<file path="src/rtl/alu_seq.sv">
// Registered ALU with valid/ready handshakes on both sides.
// Single-cycle ops finish in one edge; unsigned MUL is a W-cycle shift-add.
module alu_seq #(
  parameter int unsigned W = 4
) (
  input  logic            clk,
  input  logic            rst_n,
  input  logic            in_valid,
  output logic            in_ready,
  input  logic [2:0]      op,
  input  logic [W-1:0]    a,
  input  logic [W-1:0]    b,
  output logic            out_valid,
  input  logic            out_ready,
  output logic [2*W-1:0]  res,
  output logic            carry,
  output logic            gt,
  output logic            eq,
  output logic            lt,
  output logic            zero,
  output logic            err
);

  localparam int unsigned RW = 2 * W;
  localparam int unsigned CW = $clog2(W + 1);

  localparam logic [2:0] OP_ADD = 3'b000;
  localparam logic [2:0] OP_SUB = 3'b001;
  localparam logic [2:0] OP_CMP = 3'b010;
  localparam logic [2:0] OP_AND = 3'b011;
  localparam logic [2:0] OP_OR  = 3'b100;
  localparam logic [2:0] OP_XOR = 3'b101;
  localparam logic [2:0] OP_MUL = 3'b110;

  typedef enum logic [1:0] {IDLE, BUSY, DONE} state_t;

  state_t          state_q, state_d;
  logic [RW-1:0]   res_q, res_d;
  logic [RW-1:0]   mcand_q, mcand_d;
  logic [RW-1:0]   acc_q, acc_d;
  logic [W-1:0]    mplier_q, mplier_d;
  logic [CW-1:0]   cnt_q, cnt_d;
  logic            out_valid_q, out_valid_d;
  logic            carry_q, carry_d;
  logic            gt_q, gt_d;
  logic            eq_q, eq_d;
  logic            lt_q, lt_d;
  logic            zero_q, zero_d;
  logic            err_q, err_d;

  logic            accept;
  logic [W:0]      sum;
  logic [W-1:0]    diff;
  logic [RW-1:0]   acc_add;
  logic [RW-1:0]   sc_res;

  // Ready is free in IDLE; in DONE it is only free if the held result leaves now.
  assign in_ready = (state_q == IDLE) || ((state_q == DONE) && out_ready);
  assign accept   = in_valid && in_ready;

  // Next-state, datapath and output-register loads.
  always_comb begin
    state_d     = state_q;
    res_d       = res_q;
    mcand_d     = mcand_q;
    acc_d       = acc_q;
    mplier_d    = mplier_q;
    cnt_d       = cnt_q;
    out_valid_d = out_valid_q;
    carry_d     = carry_q;
    gt_d        = gt_q;
    eq_d        = eq_q;
    lt_d        = lt_q;
    zero_d      = zero_q;
    err_d       = err_q;
    sc_res      = '0;

    sum     = {1'b0, a} + {1'b0, b};
    diff    = a - b;
    acc_add = acc_q + (mplier_q[0] ? mcand_q : RW'(0));

    case (state_q)
      DONE: begin
        if (out_ready) begin
          out_valid_d = 1'b0;
          state_d     = IDLE;
        end
      end
      BUSY: begin
        acc_d    = acc_add;
        mcand_d  = mcand_q << 1;
        mplier_d = mplier_q >> 1;
        cnt_d    = cnt_q + CW'(1);
        if (cnt_q == CW'(W - 1)) begin
          state_d     = DONE;
          out_valid_d = 1'b1;
          res_d       = acc_add;
          carry_d     = 1'b0;
          gt_d        = 1'b0;
          eq_d        = 1'b0;
          lt_d        = 1'b0;
          err_d       = 1'b0;
          zero_d      = (acc_add == RW'(0));
        end
      end
      default: ;
    endcase

    if (accept) begin
      if (op == OP_MUL) begin
        state_d     = BUSY;
        out_valid_d = 1'b0;
        mcand_d     = RW'(a);
        mplier_d    = b;
        acc_d       = '0;
        cnt_d       = '0;
      end else begin
        state_d     = DONE;
        out_valid_d = 1'b1;
        carry_d     = 1'b0;
        gt_d        = 1'b0;
        eq_d        = 1'b0;
        lt_d        = 1'b0;
        err_d       = 1'b0;
        case (op)
          OP_ADD: begin
            sc_res  = RW'(sum[W-1:0]);
            carry_d = sum[W];
          end
          OP_SUB: begin
            sc_res  = RW'(diff);
            carry_d = (a < b);
          end
          OP_CMP: begin
            gt_d = (a > b);
            eq_d = (a == b);
            lt_d = (a < b);
          end
          OP_AND:  sc_res = RW'(a & b);
          OP_OR:   sc_res = RW'(a | b);
          OP_XOR:  sc_res = RW'(a ^ b);
          default: err_d  = 1'b1;
        endcase
        res_d  = sc_res;
        zero_d = (sc_res == RW'(0));
      end
    end
  end

  always_ff @(posedge clk or negedge rst_n) begin
    if (!rst_n) begin
      state_q     <= IDLE;
      res_q       <= '0;
      mcand_q     <= '0;
      acc_q       <= '0;
      mplier_q    <= '0;
      cnt_q       <= '0;
      out_valid_q <= 1'b0;
      carry_q     <= 1'b0;
      gt_q        <= 1'b0;
      eq_q        <= 1'b0;
      lt_q        <= 1'b0;
      zero_q      <= 1'b0;
      err_q       <= 1'b0;
    end else begin
      state_q     <= state_d;
      res_q       <= res_d;
      mcand_q     <= mcand_d;
      acc_q       <= acc_d;
      mplier_q    <= mplier_d;
      cnt_q       <= cnt_d;
      out_valid_q <= out_valid_d;
      carry_q     <= carry_d;
      gt_q        <= gt_d;
      eq_q        <= eq_d;
      lt_q        <= lt_d;
      zero_q      <= zero_d;
      err_q       <= err_d;
    end
  end

  assign out_valid = out_valid_q;
  assign res       = res_q;
  assign carry     = carry_q;
  assign gt        = gt_q;
  assign eq        = eq_q;
  assign lt        = lt_q;
  assign zero      = zero_q;
  assign err       = err_q;

endmodule
</file>
<file path="config.mk">
export PLATFORM = sky130hd
export DESIGN_NAME = alu_seq
export DESIGN_NICKNAME = d
export VERILOG_FILES = /design/src/rtl/alu_seq.sv
export SDC_FILE = /design/constraint.sdc
export NUM_CORES = 1
export LEC_CHECK = 0
export ABC_CLOCK_PERIOD_IN_PS = 4100
export CAP_MARGIN = 20
export CORE_ASPECT_RATIO = 0.7
export CORE_UTILIZATION = 35
export DETAILED_ROUTE_END_ITERATION = 10
export GPL_TIMING_DRIVEN = 0
export PLACE_DENSITY = 0.55
export SLEW_MARGIN = 5
export SYNTH_ARGS = -nofsm -noshare
export SYNTH_HDL_FRONTEND = slang
export SYNTH_SLANG_ARGS = --single-unit
</file>
<file path="constraint.sdc">
create_clock -name clk -period 4.1 [get_ports clk]
set_input_delay 0.82 -clock clk [delete_from_list [all_inputs] [get_ports clk]]
set_output_delay 0.82 -clock clk [all_outputs]
set_load 0.02 [all_outputs]
</file>
==> results of run 1 <==
## power by group
group	leakage (nW)	internal (mW)	switching [mW]	total, mW
logic	0.824	0.332	0.444	0.775
clock network	0.0412	0.119	0.146	0.265
registers	0.507	0.512	0.0960	0.608
total	1.37	0.963	0.686	1.65
## kinds of logic after synthesis
logic type               count (synthesis)  synth area share
AO/OA/AOI/OAI                           82             0.200
XOR/XNOR                                 8            0.0270
buffers and inverters                   30            0.0457
AND/OR/NAND/NOR                        114             0.204
adder cells (fa/ha/maj)                 24             0.124
flip-flops                              39             0.376
multiplexers                             6            0.0231
## worst paths after layout
kind,slack [ns],endpoint,startpoint,cells past startpoint
worst min-delay path,0.46,res[1]$_DFF_PN0_,rst_n,1
min in group clk,0.48,lt$_DFF_PN0_,lt$_DFF_PN0_,2
max in group asynchronous,3.17,acc_q[4]$_DFF_PN0_,rst_n,2
worst max-delay path,0.98,in_ready,out_ready,4
worst min register to register,0.48,lt$_DFF_PN0_,lt$_DFF_PN0_,2
worst max register to register,1.67,zero$_DFF_PN0_,mplier_q[0]$_DFF_PN0_,8
## worst reg2reg max path, stage by stage (launching register included)
cell	delay (ns)
dfrtp_1	0.49
and2_1	0.25
ha_1	0.27
a211oi_1	0.39
o21ai_0	0.17
a31oi_1	0.27
xnor2_1	0.18
nand4b_1	0.20
o21bai_1	0.13
## registers in the layout, indices dropped and copies added, names as in the netlist, 2 cells and up
register / count
state_q: 2
res: 8
acc_q: 8
mplier_q: 4
cnt_q: 3
mcand_q: 8
## cell type report
class,count,share of cell area
plain buffers,16,0.0212
clock buffers,6,0.0232
clock inverters,2,0.00400
inverters,14,0.0168
multi-input cells,234,0.481
flip-flops and latches,39,0.312
well taps,94,0.0376
repair buffers,31,0.103
## metal layers
| layer | routed length [um] | up-vias | share of wire |
|---|---|---|---|
| met5 | 0 | - | 0 |
| met4 | 55 | 0 | 0.0081 |
| met3 | 349 | 7 | 0.051 |
| met2 | 2600 | 46 | 0.38 |
| met1 | 3830 | 1110 | 0.56 |
| li1 | - | 1132 | - |
## metrics by stage
step,utilization,hold slack (ns),setup WS (ns),area [um2]
after global routing,0.448,0.481,0.892,3120
after floorplan,-,0.502,1.70,2600
after CTS,0.448,0.458,0.965,3120
after global placement,0.432,0.465,0.784,3020
final,0.448,0.460,0.975,3120
after detailed placement,0.436,0.469,0.831,3040
## cell usage in the layout (no fill, tap or decap), types with 2 or more instances in the layout
cell / n
clkbuf_8: 5
a211o_1: 2
a211oi_1: 3
o21bai_1: 2
o22ai_1: 5
nand3_1: 7
a21o_1: 3
fa_1: 3
and2_0: 2
xor2_1: 4
o21ai_0: 20
ha_1: 21
a22oi_1: 2
nor2b_1: 3
buf_2: 3
inv_1: 14
a21oi_1: 28
nand2_1: 55
dfrtp_1: 39
o31ai_1: 2
nor3_1: 3
and2_1: 7
nand2b_1: 5
clkdlybuf4s50_1: 29
nor2_1: 22
mux2i_1: 6
clkbuf_1: 14
xnor2_1: 4
a31oi_1: 4
==> summary by stage, run 1 <==
Outcome
The flow ran to the end, and the final reports show no timing, DRC or antenna violations.

Clocking
After clock tree synthesis, the clock-pin slew on the worst setup and hold paths is 0.08 ns. The CTS H-tree depth is 2. The TritonCTS buffer count is 5. The number of setup buffers added after CTS is 0. At the later pin of the worst-skew pair, clock insertion delay measures 0.30 ns.

Post-CTS repair changed the size of 0 cells. The hold buffer count at CTS is 0. The clock net in this run drives a total of 39 sinks. TritonCTS built the clock tree.

In this run the deepest clock path goes through 2 buffers. The clock tree root buffer cell is clkbuf_8.

Finish
Relative to the synthesized area, the layout overhead comes to 20.2%. The sequential cell area is 976 um2. The number of antenna repair diodes is 0. Of the cells placed in the final design, the portion with a size suffix greater than 1 is 0.0497. The finished layout holds 436 standard cells, fillers aside. The multi-input gate area in the final layout is 1500 um2. The layout filler cell count is 692.

At the end of the flow, the number of nets in the layout was 380.

Drt
The detail-routed net length per standard cell is 15.7 um. The via count is 2295. For this run, design rule violations remaining after detail routing come to 0. After the first detailed-routing iteration, the DRC count stood at 143.

The via-per-instance ratio is 5.26. Once detail routing completed, the nets flagged for antenna violations numbered 0. The total wire length after detailed routing is 6830 um. The first TritonRoute pass finished after 4 iterations.

STA
Setup violations remaining at the end of the flow were counted as 0. Setup repair after global routing left no endpoint under its margin. Between clock sinks in the finished design, the worst skew comes to 0.00774 ns. The final critical-path required period is 3.12 ns.

The final max-slew violation count is 0. The slew at the pin closest to its max-slew limit is 0.630 ns. The tightest slew margin relative to the limit is 0.580. The highest clock frequency the design can meet is 320 MHz. The post-route fraction of the period consumed by the critical path is 0.762.

The final-report hold violation count is 0. The final-layout setup total negative slack is 0 ns.

GRT
In the global route stage, met3 resource usage came out at 0.0359. The maximum number of pins on one net before global-route repair is 24. For this run, global-route usage on met1 was measured as 0.309.

In the global route stage, overall resource usage came out at 0.189. The via count of the first global-routing pass was 2067. The peak-usage layer in the global routing report is met1.

The routing usage on met2 is 0.246. The first global-routing pass estimated 11200 um of wire. The number of antenna violations at the first check in global routing is 0. The total overflow left after global routing is 0.

Synthesis
The share of the Yosys chip area taken by registers is 0.376. Yosys mapped a number of flops with a built-in enable equal to 0. The Yosys step of the flow raised 0 warnings. The area share of the largest cell type after synthesis is 0.376. The synthesized flop and latch total is 39. The netlist uses 49 different library cells. The cell taking the most area after synthesis is dfrtp_1. Yosys attributes the largest share of cell area to dfrtp_1 (38%), ha_1 (10%), nand2_1 (7.9%), a21oi_1 (5.4%), o21ai_0 (3.9%). By count the netlist is led by nand2_1 (55), dfrtp_1 (39), a21oi_1 (28). The commonest register cell after synthesis is dfrtp_1.

The most repeated cell in the gate-level netlist after synthesis is nand2_1. The fraction of registers with async set or reset after synthesis is 1.00. After synthesis, the mean cell area works out to 8.58 um2. The mapped cell area is 2600 um2. The net count after synthesis is 342. The number of instances in the synthesized netlist is 303.

Setup path
The required arrival time at the worst endpoint is 3.28 ns. The critical path in this run is classified as in -> out. The worst setup path is captured at an output port. The cell with the largest stage delay on the worst path is clkdlybuf4s50_1. STA classifies the critical path startpoint as an input pin. The dominant cell type by count on the critical path is clkdlybuf4s50_1. Data on the critical path arrives at its endpoint at 2.30 ns. Together, buffers and inverters on the worst path number 3. The cell class contributing the biggest share of worst-path delay is buffers and inverters. The maximum net fanout on the critical path is 6. The critical path goes through clkdlybuf4s50_1 > inv_1 > a21oi_2 > clkdlybuf4s50_1. For this run, the slowest stage of the critical path takes 0.66 ns.

Worst hold path
The path class of the tightest hold or removal check is in -> async.

Place
The final HPWL from detailed placement is 5340 um. The count of input and output buffers is 30. The placer's final routability congestion estimate is 0.947.

Counting tap cells, the placed design contains a total of 428 instances.

Floorplanning
The top-level port count is 31. For this configuration, the core starts out at a cell density of 0.373. The core region area is 6980 um2. After floorplanning, the core was divided into 25 placement rows.

The die covers 7780 um2. The vertical extent of the die is 74.1 um. The width of the die is 105 um.

Power and ir drop
The total power divided by cell area is 528 nW/um2. The analysis attributes to cell leakage a power of 1.37 nW. The worst-case IR drop observed on VDD is 0.264 mV. The completed layout was analyzed and its total power is 1.65 mW.

Run
The reported max-cap violation count is 0.
(Power assumes the default switching activity.)
==> run 2: changes to the inputs <==
Settings changed: ABC_CLOCK_PERIOD_IN_PS 4100 to 3010.
Clock period 4.1 ns to 3.01 ns, I/O delays scaled along.
==> results of run 2 <==
The final DEF is identical to that of run 1. Status: finished, final reports clean.
Among the figures that moved: setup slack after placement 0.831 ns -> -0.0408 ns; setup slack after layout 0.975 ns -> 0.193 ns; hold slack 0.460 ns -> 0.242 ns; start point of the critical path out_ready -> b[2]; end point of the critical path in_ready -> zero$_DFF_PN0_; register-to-register setup slack 1.67 ns -> 0.58 ns; total power 1.65 mW -> 2.25 mW; worst IR drop on VDD 0.264 mV -> 0.360 mV
==> run 3: changes to the inputs <==
Settings changed: HOLD_SLACK_MARGIN set to 0.15, SLEW_MARGIN 5 to unset.
==> results of run 3 <==
The final DEF is identical to that of run 1. Status: finished, final reports clean.
Among the figures that moved: setup slack after placement 0.831 ns -> -0.0408 ns; setup slack after layout 0.975 ns -> 0.193 ns; hold slack 0.460 ns -> 0.242 ns; start point of the critical path out_ready -> b[2]; end point of the critical path in_ready -> zero$_DFF_PN0_; register-to-register setup slack 1.67 ns -> 0.58 ns; total power 1.65 mW -> 2.25 mW; worst IR drop on VDD 0.264 mV -> 0.360 mV
==> RTL change (flow settings as in run 2) <==
Set the parameter `W` to 8 (it was 4).
--- a/src/rtl/alu_seq.sv
+++ b/src/rtl/alu_seq.sv
@@ -3,3 +3,3 @@
 module alu_seq #(
-  parameter int unsigned W = 4
+  parameter int unsigned W = 8
 ) (
Interface: changed (resized a, b and res); port bits go from 31 to 47. No check against the original RTL was run, so the function may have changed too.
==> RTL change against run 2 <==
- the flow now finishes with violations (setup timing)
- routed wire length is 110% higher
- clock skew is 0.0035 ns lower
- sequential cell count grew 29
- non-clock buffer count is 43 higher
- synthesized area rose by 84%
- design area increased by 96%
- total power increased by 120%
- worst setup slack lost 0.20 ns
- critical endpoint unchanged
- largest cell class unchanged
- highest routed layer unchanged
==> RTL change: results (changes against run 2) <==
Sequential area share after synthesis: 35.5% (was 37.6%)
Critical path's slowest cell: or4_1 (was clkdlybuf4s50_1)
First-pass GRT wire length: 22500 um (was 11200 um)
Total GRT Usage: 20.9% (was 18.9%)
Routability cong.: 0.891 (was 0.947)
Clock Tree Root: clkbuf_16 (was clkbuf_8)
Total CTS buffers: 9 (was 5)
Met3 Track Usage GR: 3.77% (was 3.59%)
GR Layer Usage met2: 29.7% (was 24.6%)
Metal3 WL: 828 um (was 349 um)
DR vias/cell: 5.36 (was 5.26)
CP delay by family, top: compound AO/OA/AOI/OAI gates (was buffers and inverters)
Failing checks: setup timing
DP Wirelength: 10700 um (was 5340 um)
WS Path Type: register to register (was input port to register)
Dpl cell area: 0.00548 mm^2 (was 0.00304 mm^2)
Clock transition at path regs: 0.05 ns (was 0.08 ns)
Routed met2 length: 5890 um (was 2600 um)
I/O Buffers: 44 (was 30)
Fin cells: 812 (was 436)
Setup violations, final: 1 (was 0)
Worst skew pair latency: 0.34 ns (was 0.30 ns)
Worst setup margin: -0.00922 ns (was 0.193 ns)
Pre-antenna DRT Iters: 5 (was 4)
Worst Reg-to-Reg Cells: 12 (was 8)
Share of cells above drive strength 1: 12.8% (was 4.97%)
DRT Wirelength: 14300 um (was 6830 um)
Final nets: 692 (was 380)
Placed Cells: 783 (was 428)
Met1 Use GR: 32.2% (was 30.9%)
Setup Skew: 0.00426 ns (was 0.00774 ns)
Outcome: finished with violations (was completed)
Final hold slack: 0.187 ns (was 0.242 ns)
# Post-CTS Setup Buffers: 9 (was 0)
-- RTL change: cell types whose count changed after synthesis, moves of 12 or more --
cell | run 2 | this run
a21oi_1 | 28 | 43
clkbuf_1 | 13 | 25
dfrtp_1 | 39 | 68
ha_1 | 21 | 43
inv_1 | 14 | 26
nand2_1 | 55 | 84
o21ai_0 | 20 | 38
-- RTL change: worst min path at each step --
stage | end | depth (start not counted)
2_1_floorplan | acc_q[0] | 0
3_3_place_gp | lt | 2
3_5_place_dp | lt | 2
4_1_cts | acc_q[11] | 1
5_1_grt | acc_q[11] | 1
6_report | res[10] | 1
-- RTL change: cell families (layout without fill, tap and decap cells) --
| logic type | Yosys count | count (layout) | synth area share (%) |
|---|---|---|---|
| AO/OA/AOI/OAI | 156 | 156 | 21.9 |
| adder cells (fa/ha/maj) | 46 | 46 | 12.5 |
| multiplexers | 14 | 14 | 2.92 |
| AND/OR/NAND/NOR | 193 | 193 | 19.2 |
| flip-flops | 68 | 68 | 35.5 |
| buffers and inverters | 57 | 131 | 4.49 |
| XOR/XNOR | 19 | 19 | 3.47 |
-- RTL change: report_power, final --
part | internal [mW] | total [mW] | switching, mW
logic | 1.12 | 2.52 | 1.41
clock network | 0.595 | 0.970 | 0.375
registers | 1.27 | 1.53 | 0.266
-- RTL change: cell type report --
| cell class | count | area [um^2] |
|---|---|---|
| plain buffers | 30 | 135 |
| clock buffers | 13 | 260 |
| clock inverters | 2 | 10.0 |
| fillers | 1257 | 7140 |
| inverters | 26 | 97.6 |
| multi-input cells | 428 | 3120 |
| flip-flops and latches | 68 | 1700 |
| well taps | 185 | 231 |
| repair buffers | 60 | 578 |
